==> config.mk <==
export PLATFORM = sky130hd
export DESIGN_NAME = sign_mag_add
export DESIGN_NICKNAME = d
export VERILOG_FILES = /design/src/rtl/sign_mag_add_pkg.sv /design/src/rtl/sign_mag_add_core.sv /design/src/rtl/sign_mag_add.sv
export SDC_FILE = /design/constraint.sdc
export NUM_CORES = 1
export LEC_CHECK = 0
export ABC_AREA = 1
export CAP_MARGIN = 10
export CORE_MARGIN = 1
export CORE_UTILIZATION = 28
export DETAILED_ROUTE_END_ITERATION = 7
export HOLD_SLACK_MARGIN = 0.06
export PLACE_DENSITY = 0.48
export REMOVE_ABC_BUFFERS = 1
export SETUP_SLACK_MARGIN = 0.05
export SLEW_MARGIN = 0
export SYNTH_ARGS = -nofsm -noshare
export SYNTH_HDL_FRONTEND = slang
export SYNTH_HIERARCHICAL = 1
export SYNTH_SLANG_ARGS = --single-unit
==> constraint.sdc <==
create_clock -name clk -period 1.5 [get_ports clk]
set_clock_uncertainty 0.1 [all_clocks]
set_input_delay 0.3 -clock clk [delete_from_list [all_inputs] [get_ports clk]]
set_output_delay 0.3 -clock clk [all_outputs]
set_load 0.03 [all_outputs]
==> src/rtl/sign_mag_add_pkg.sv <==
// Shared constants for the sign-magnitude adder.
// Optional build macro: SIGN_MAG_ADD_SAT_EN (saturate on overflow instead of wrap).
package sign_mag_pkg;

  // Default word width, including the sign bit.
  localparam int SMA_N   = 4;
  localparam int MAG_W   = SMA_N - 1;
  localparam int MAG_MAX = (2 ** MAG_W) - 1;

  // Values of the sign bit.
  localparam logic POS = 1'b0;
  localparam logic NEG = 1'b1;

endpackage

==> src/rtl/sign_mag_add_core.sv <==
// Combinational sign-magnitude add: compare, add/subtract, sign select,
// zero normalisation and overflow wrap/saturate.
// Optional build macro: SIGN_MAG_ADD_SAT_EN (saturate on overflow instead of wrap).
module sign_mag_add_core
  import sign_mag_pkg::*;
#(
  parameter int N = SMA_N
) (
  input  logic [N-1:0] a,
  input  logic [N-1:0] b,
  output logic [N-1:0] sum,
  output logic         ovf
);

  localparam int MW = N - 1;

  logic          sa;
  logic          sb;
  logic [MW-1:0] ma;
  logic [MW-1:0] mb;
  logic [N-1:0]  add_w;
  logic [MW-1:0] mag;
  logic          sgn;

  // Operand split and the magnitude sum, one bit wider than a magnitude.
  always_comb begin
    sa    = a[N-1];
    sb    = b[N-1];
    ma    = a[MW-1:0];
    mb    = b[MW-1:0];
    add_w = {1'b0, ma} + {1'b0, mb};
  end

  // Select magnitude and sign, then normalise zero and handle overflow.
  always_comb begin
    mag = '0;
    sgn = POS;
    ovf = 1'b0;
    sum = '0;

    if (sa == sb) begin
      mag = add_w[MW-1:0];
      ovf = add_w[N-1];
      sgn = sa;
    end else if (ma > mb) begin
      mag = ma - mb;
      sgn = sa;
    end else if (mb > ma) begin
      mag = mb - ma;
      sgn = sb;
    end

    if (ovf) begin
`ifdef SIGN_MAG_ADD_SAT_EN
      sum = {sgn, {MW{1'b1}}};
`else
      sum = {sgn, mag};
`endif
    end else if (mag == '0) begin
      // Covers equal magnitudes and -0 inputs: always emit +0.
      sum = '0;
    end else begin
      sum = {sgn, mag};
    end
  end

endmodule

==> src/rtl/sign_mag_add.sv <==
// Registered sign-magnitude adder, one-cycle latency, magnitude overflow flag.
// Optional build macro: SIGN_MAG_ADD_SAT_EN (saturate on overflow instead of wrap).
module sign_mag_add
  import sign_mag_pkg::*;
#(
  parameter int N = SMA_N
) (
  input  logic         clk,
  input  logic         rst_n,
  input  logic         in_valid,
  input  logic [N-1:0] a,
  input  logic [N-1:0] b,
  output logic         out_valid,
  output logic [N-1:0] sum,
  output logic         ovf
);

  logic [N-1:0] sum_c;
  logic         ovf_c;

  sign_mag_add_core #(.N(N)) u_core (
    .a   (a),
    .b   (b),
    .sum (sum_c),
    .ovf (ovf_c)
  );

  // Capture the result on valid input; hold the last result otherwise.
  always_ff @(posedge clk or negedge rst_n) begin
    if (!rst_n) begin
      out_valid <= 1'b0;
      sum       <= '0;
      ovf       <= 1'b0;
    end else begin
      out_valid <= in_valid;
      if (in_valid) begin
        sum <= sum_c;
        ovf <= ovf_c;
      end
    end
  end

endmodule

== Word level (Yosys, flattened, before mapping) ==
Cells that the tools add are included.
Cells by class
  $lt $le $gt $ge: 2
  reduce and logical (&&, ||, !) cells: 1
  add/sub/neg operators: 3
  equality and inequality tests: 1
  muxes and demuxes: 9
Operator list (count)
  two-way mux 3 bit: 3
  two-way mux 4 bit: 2
  > comparator 3 bit: 2
  subtractor 3 bit: 2
  adder 3 x 3 -> 4 bit: 1
  two-way mux 1 bit: 4
  logical NOT 3 bit: 1
  == test 1 bit: 1
Word-level totals
  input port bits: 11
  output and inout port bits: 6
  flip-flop bits (word level): 6
  word-level logic and storage cells: 19

== Depth between registers and ports, before layout ==
  depth in word-level cells: 7
  mapped depth: 15
  gate-level depth less buffers: 15

== Cells and area by module ==
Netlist, hierarchy kept.
Modules (own cells, without submodules)
  sign_mag_add_core: times used 1, area each 519.2 um^2, cells an instance 72
  sign_mag_add: times used 1, area each 210.2 um^2, cells an instance 22

== Worst setup path before layout ==
Ideal clock, no wire load.
  kind: in2reg
  start point: input port a[0]
  end point: register sum[3]
  setup slack: -283 ps
  cell stages on the path: 11
  setup time: 118 ps
  arrival: 1565 ps
  path buffers: 0
  data required time: 1282 ps
  path through: inv_1 -> ha_1 -> fa_1 -> nand3b_1 -> nand2_1 -> nor2_2 -> nor2_4 -> nor2_2 -> nor2_2 -> nand2_1 -> nand2_1
Between the ends
  longest elaborated chain between the ends: 7
Ends and longest elaborated chain
  start, declared: line sign_mag_add.sv:11  | input logic [N-1:0] a,
  subtractor 3 bit or > comparator 3 bit (tied branches): line sign_mag_add_core.sv:49, sign_mag_add_core.sv:48
  two-way mux 3 bit: line sign_mag_add_core.sv:48  | end else if (mb > ma) begin
  two-way mux 3 bit: line sign_mag_add_core.sv:45  | end else if (ma > mb) begin
  two-way mux 3 bit: line sign_mag_add_core.sv:41  | if (sa == sb) begin
  logical NOT 3 bit: line sign_mag_add_core.sv:59  | end else if (mag == '0) begin
  two-way mux 4 bit: line sign_mag_add_core.sv:59
  two-way mux 4 bit *: line sign_mag_add_core.sv:53  | if (ovf) begin
  named net sum_c[3]: line sign_mag_add.sv:18  | logic [N-1:0] sum_c;
  end signal, assigned: line sign_mag_add.sv:37  | sum <= sum_c;
  end, declared: line sign_mag_add.sv:14  | output logic [N-1:0] sum,
The timed path passes the listed nets; every way through them passes the cells marked *.
A chain may end at the register's enable or synchronous reset.

== Final worst setup path ==
Same ends and word-level chain as after synthesis.

==> out/qor.csv <==
stage,metric,value,unit
routing,drt pass-1 iters,3,
timing,Tmin final,1667,ps
yosys,#FFs+latches synth,6,
floorplanning,# IOs,17,
cts,CTS root buffer,clkbuf_4,
job,max-cap viol count,0,
cts,Clock Sinks,6,
yosys,post-synthesis sequential area ratio,20.58,%
routing,post-route DRC violation count,0,
floorplanning,Horiz. Die Dim,53.04,um
power,P_leak,0.6449,nW
floorplanning,# rows,18,
cts,"Reg clk slew, reported paths",40,ps
critical_path,"Max FO, Critical Path",3,
timing,hold_ws,205.5,ps
worst_hold_path,HP Class,in -> async,
yosys,most frequent cells after synthesis,"28 x nand2_1, 14 x inv_1, 9 x ha_1",
status,failing checks,setup timing,
cts,"Clk Latency, worst-skew pair",240,ps
routing,via count,715,
timing,unrepaired setup endpoints after global routing,yes,
yosys,synth unique cells,20,
cts,CTS Buf Count,3,
routing,DR WL/cell,10.87,um
power,Clock Power Share,16.3,%
yosys,"count leader, synth",nand2_1,
power,Net Sw Power,0.3310,mW
cts,clock buffer depth,2,
cts,CTS tree,done,
grt,largest net degree at the start of global routing,8,
status,status,"finished, violations left",
place,hpwl dp,1366,um
critical_path,kind of critical path,in -> reg,
power,sequential share of power,22.7,%
place,placed cell count,157,
cts,H-Tree Depth,1,
critical_path,critical path startpoint category,input pin,
yosys,"Top FF cell, synth",dfrtp_1,
grt,GRT Max-Usage Layer,met2,
finish,# diodes,0,
grt,vias in the first global route,715,
yosys,Mapped Area,729.5,sq um
floorplanning,Core Region,2477,sq um
grt,GRT met2 Usage,31.22,%
power,worst vdd ir,0.4623,mV
finish,Finished Layout Cells,168,
yosys,Yosys warnings,6,
finish,utilization after layout,51.31,%
power,Int Pwr,0.5341,mW
routing,drt total wl,1826,um
critical_path,Crit path arrival time,1690,ps
power,combinational power share,61.0,%
floorplanning,Die H,53.04,um
power,Net Sw Frac,38.26,%
yosys,fraction of registers with async set or reset after synthesis,100.0,%
grt,GR Overflow Total,0,
yosys,"EDFF count, synth",0,
yosys,syn avg cell area,7.760,sq um
power,Tot Pwr,0.8651,mW
grt,first-pass GRT wire length,3049,um
finish,P&R area growth vs syn,74.27,%
power,PwrDens,680.5,nW/um^2
timing,Hold Fails Final Rpt,0,
routing,Final ANT Viol Nets,0,
routing,vias per cell,4.256,
timing,Pins Over Slew Limit,0,
grt,GR Layer Usage met1,15.34,%
timing,Fmax achieved,599.9,MHz
yosys,most area-consuming cells after synthesis,"dfrtp_1 21%, ha_1 15%, nand2_1 14%, fa_1 8.2%, inv_1 7.2%",
place,gp weighted congestion,0.7047,
timing,worst-margin pin slew,301.4,ps
timing,Sum Neg Setup Slack,-350.4,ps
yosys,top cell type's share of synthesized area,20.58,%
timing,Slew HR,79.99,%
place,port bufs,16,
floorplanning,Initial Util,29.44,%
critical_path,internal reg-to-reg setup slack,800,ps
finish,proportion of layout cells with a drive suffix above 1,55.80,%
cts,cts hold-fix bufs,0,
grt,initial antenna violation count,0,
critical_path,Required @ worst endpoint,1520,ps
timing,final period utilization,111.1,%
routing,initial DRC count,1,
floorplanning,Die ar.,2813,sq um
yosys,Post-Synthesis Cells,94,
timing,Final WS setup,-166.8,ps
finish,nets@finish,163,
grt,all-layer global routing usage,15.07,%
grt,met3 usage,0.8621,%
critical_path,Critical Path Sink Type,flop,
yosys,"area leader, netlist",dfrtp_1,
timing,# setup viols final,3,
## worst max-delay path: stages
cell and delay, ps:
buf_8 90, inv_4 30, ha_4 150, fa_2 510, nand3b_1 110, nand2_1 70, nor2_2 120, nor2_4 50
nor2_2 110, nor2_2 30, nand2_1 50, nand2_1 50
## cell type report
class	count	area, sq um
tap	30	37.54
fill	259	1206
timing repair buffer	42	371.6
clock buffer	3	22.52
sequential	6	150.1
multi-input combinational	71	616.8
inverter	16	72.57
## stage by stage
| stage | instance area, sq um | setup slack (ps) |
|---|---|---|
| after floorplan | 718.2 | -348.6 |
| after global placement | 1051 | -925.0 |
| after detailed placement | 1051 | -977.2 |
| after CTS | 1190 | -160.1 |
| after global routing | 1271 | -273.0 |
| final | 1271 | -166.8 |
## what timing repair did
action / 4_1_cts / 5_1_grt
pin swaps: 17 / 17
gates cloned: 0 / 0
resized for setup: 63 / 16
buffers inserted: 6 / 2
endpoints found under the setup margin: 11 / 5
## flip-flops by register name (all words and copies together), names as in the netlist
name / flops
sum: 4
out_valid: 1
ovf: 1
## cells by family (layout without fill, tap and decap cells)
logic type	after synthesis	count (layout)	synth area share, %
AO/OA/AOI/OAI	8	8	6.519
adder cells (fa/ha/maj)	12	12	23.67
XOR/XNOR	4	4	5.833
buffers and inverters	17	61	9.777
AND/OR/NAND/NOR	47	47	33.62
flip-flops	6	6	20.58
## routing by layer
layer	routed length, um	up-vias
li1	-	374
met1	684	325
met2	1082	14
met3	44	2
met5	0	-
met4	16	0
## final timing paths
kind | from | end | cells after the start
worst min register to register | ovf | ovf | 2
worst max register to register | sum[3] | sum[3] | 2
max in group asynchronous | rst_n | sum[1] | 1
min in group clk | ovf | ovf | 2
worst max-delay path | a[0] | sum[3] | 12
worst min-delay path | rst_n | ovf | 1
## power groups by stage
stage	clock (mW)	sequential [mW]	combinational, mW
2_1_floorplan	0	0.250	0.195
3_3_place_gp	0	0.200	0.428
3_5_place_dp	0	0.200	0.435
4_1_cts	0.151	0.197	0.479
5_1_grt	0.160	0.199	0.579
6_report	0.141	0.197	0.528
## placed cells by master (no fill, tap or decap), types with 4 or more instances in the layout
cell | netlist | layout
buf_4 | 0 | 23
a21oi_2 | 1 | 4
nand2_2 | 3 | 6
dlygate4sd2_1 | 0 | 7
inv_4 | 0 | 5
inv_1 | 14 | 7
inv_2 | 2 | 4
dfrtp_1 | 6 | 6
ha_4 | 0 | 6
buf_6 | 1 | 4
nand2_1 | 28 | 25
nor2_2 | 6 | 6
Note: power is estimated with default switching activity, not from simulation.
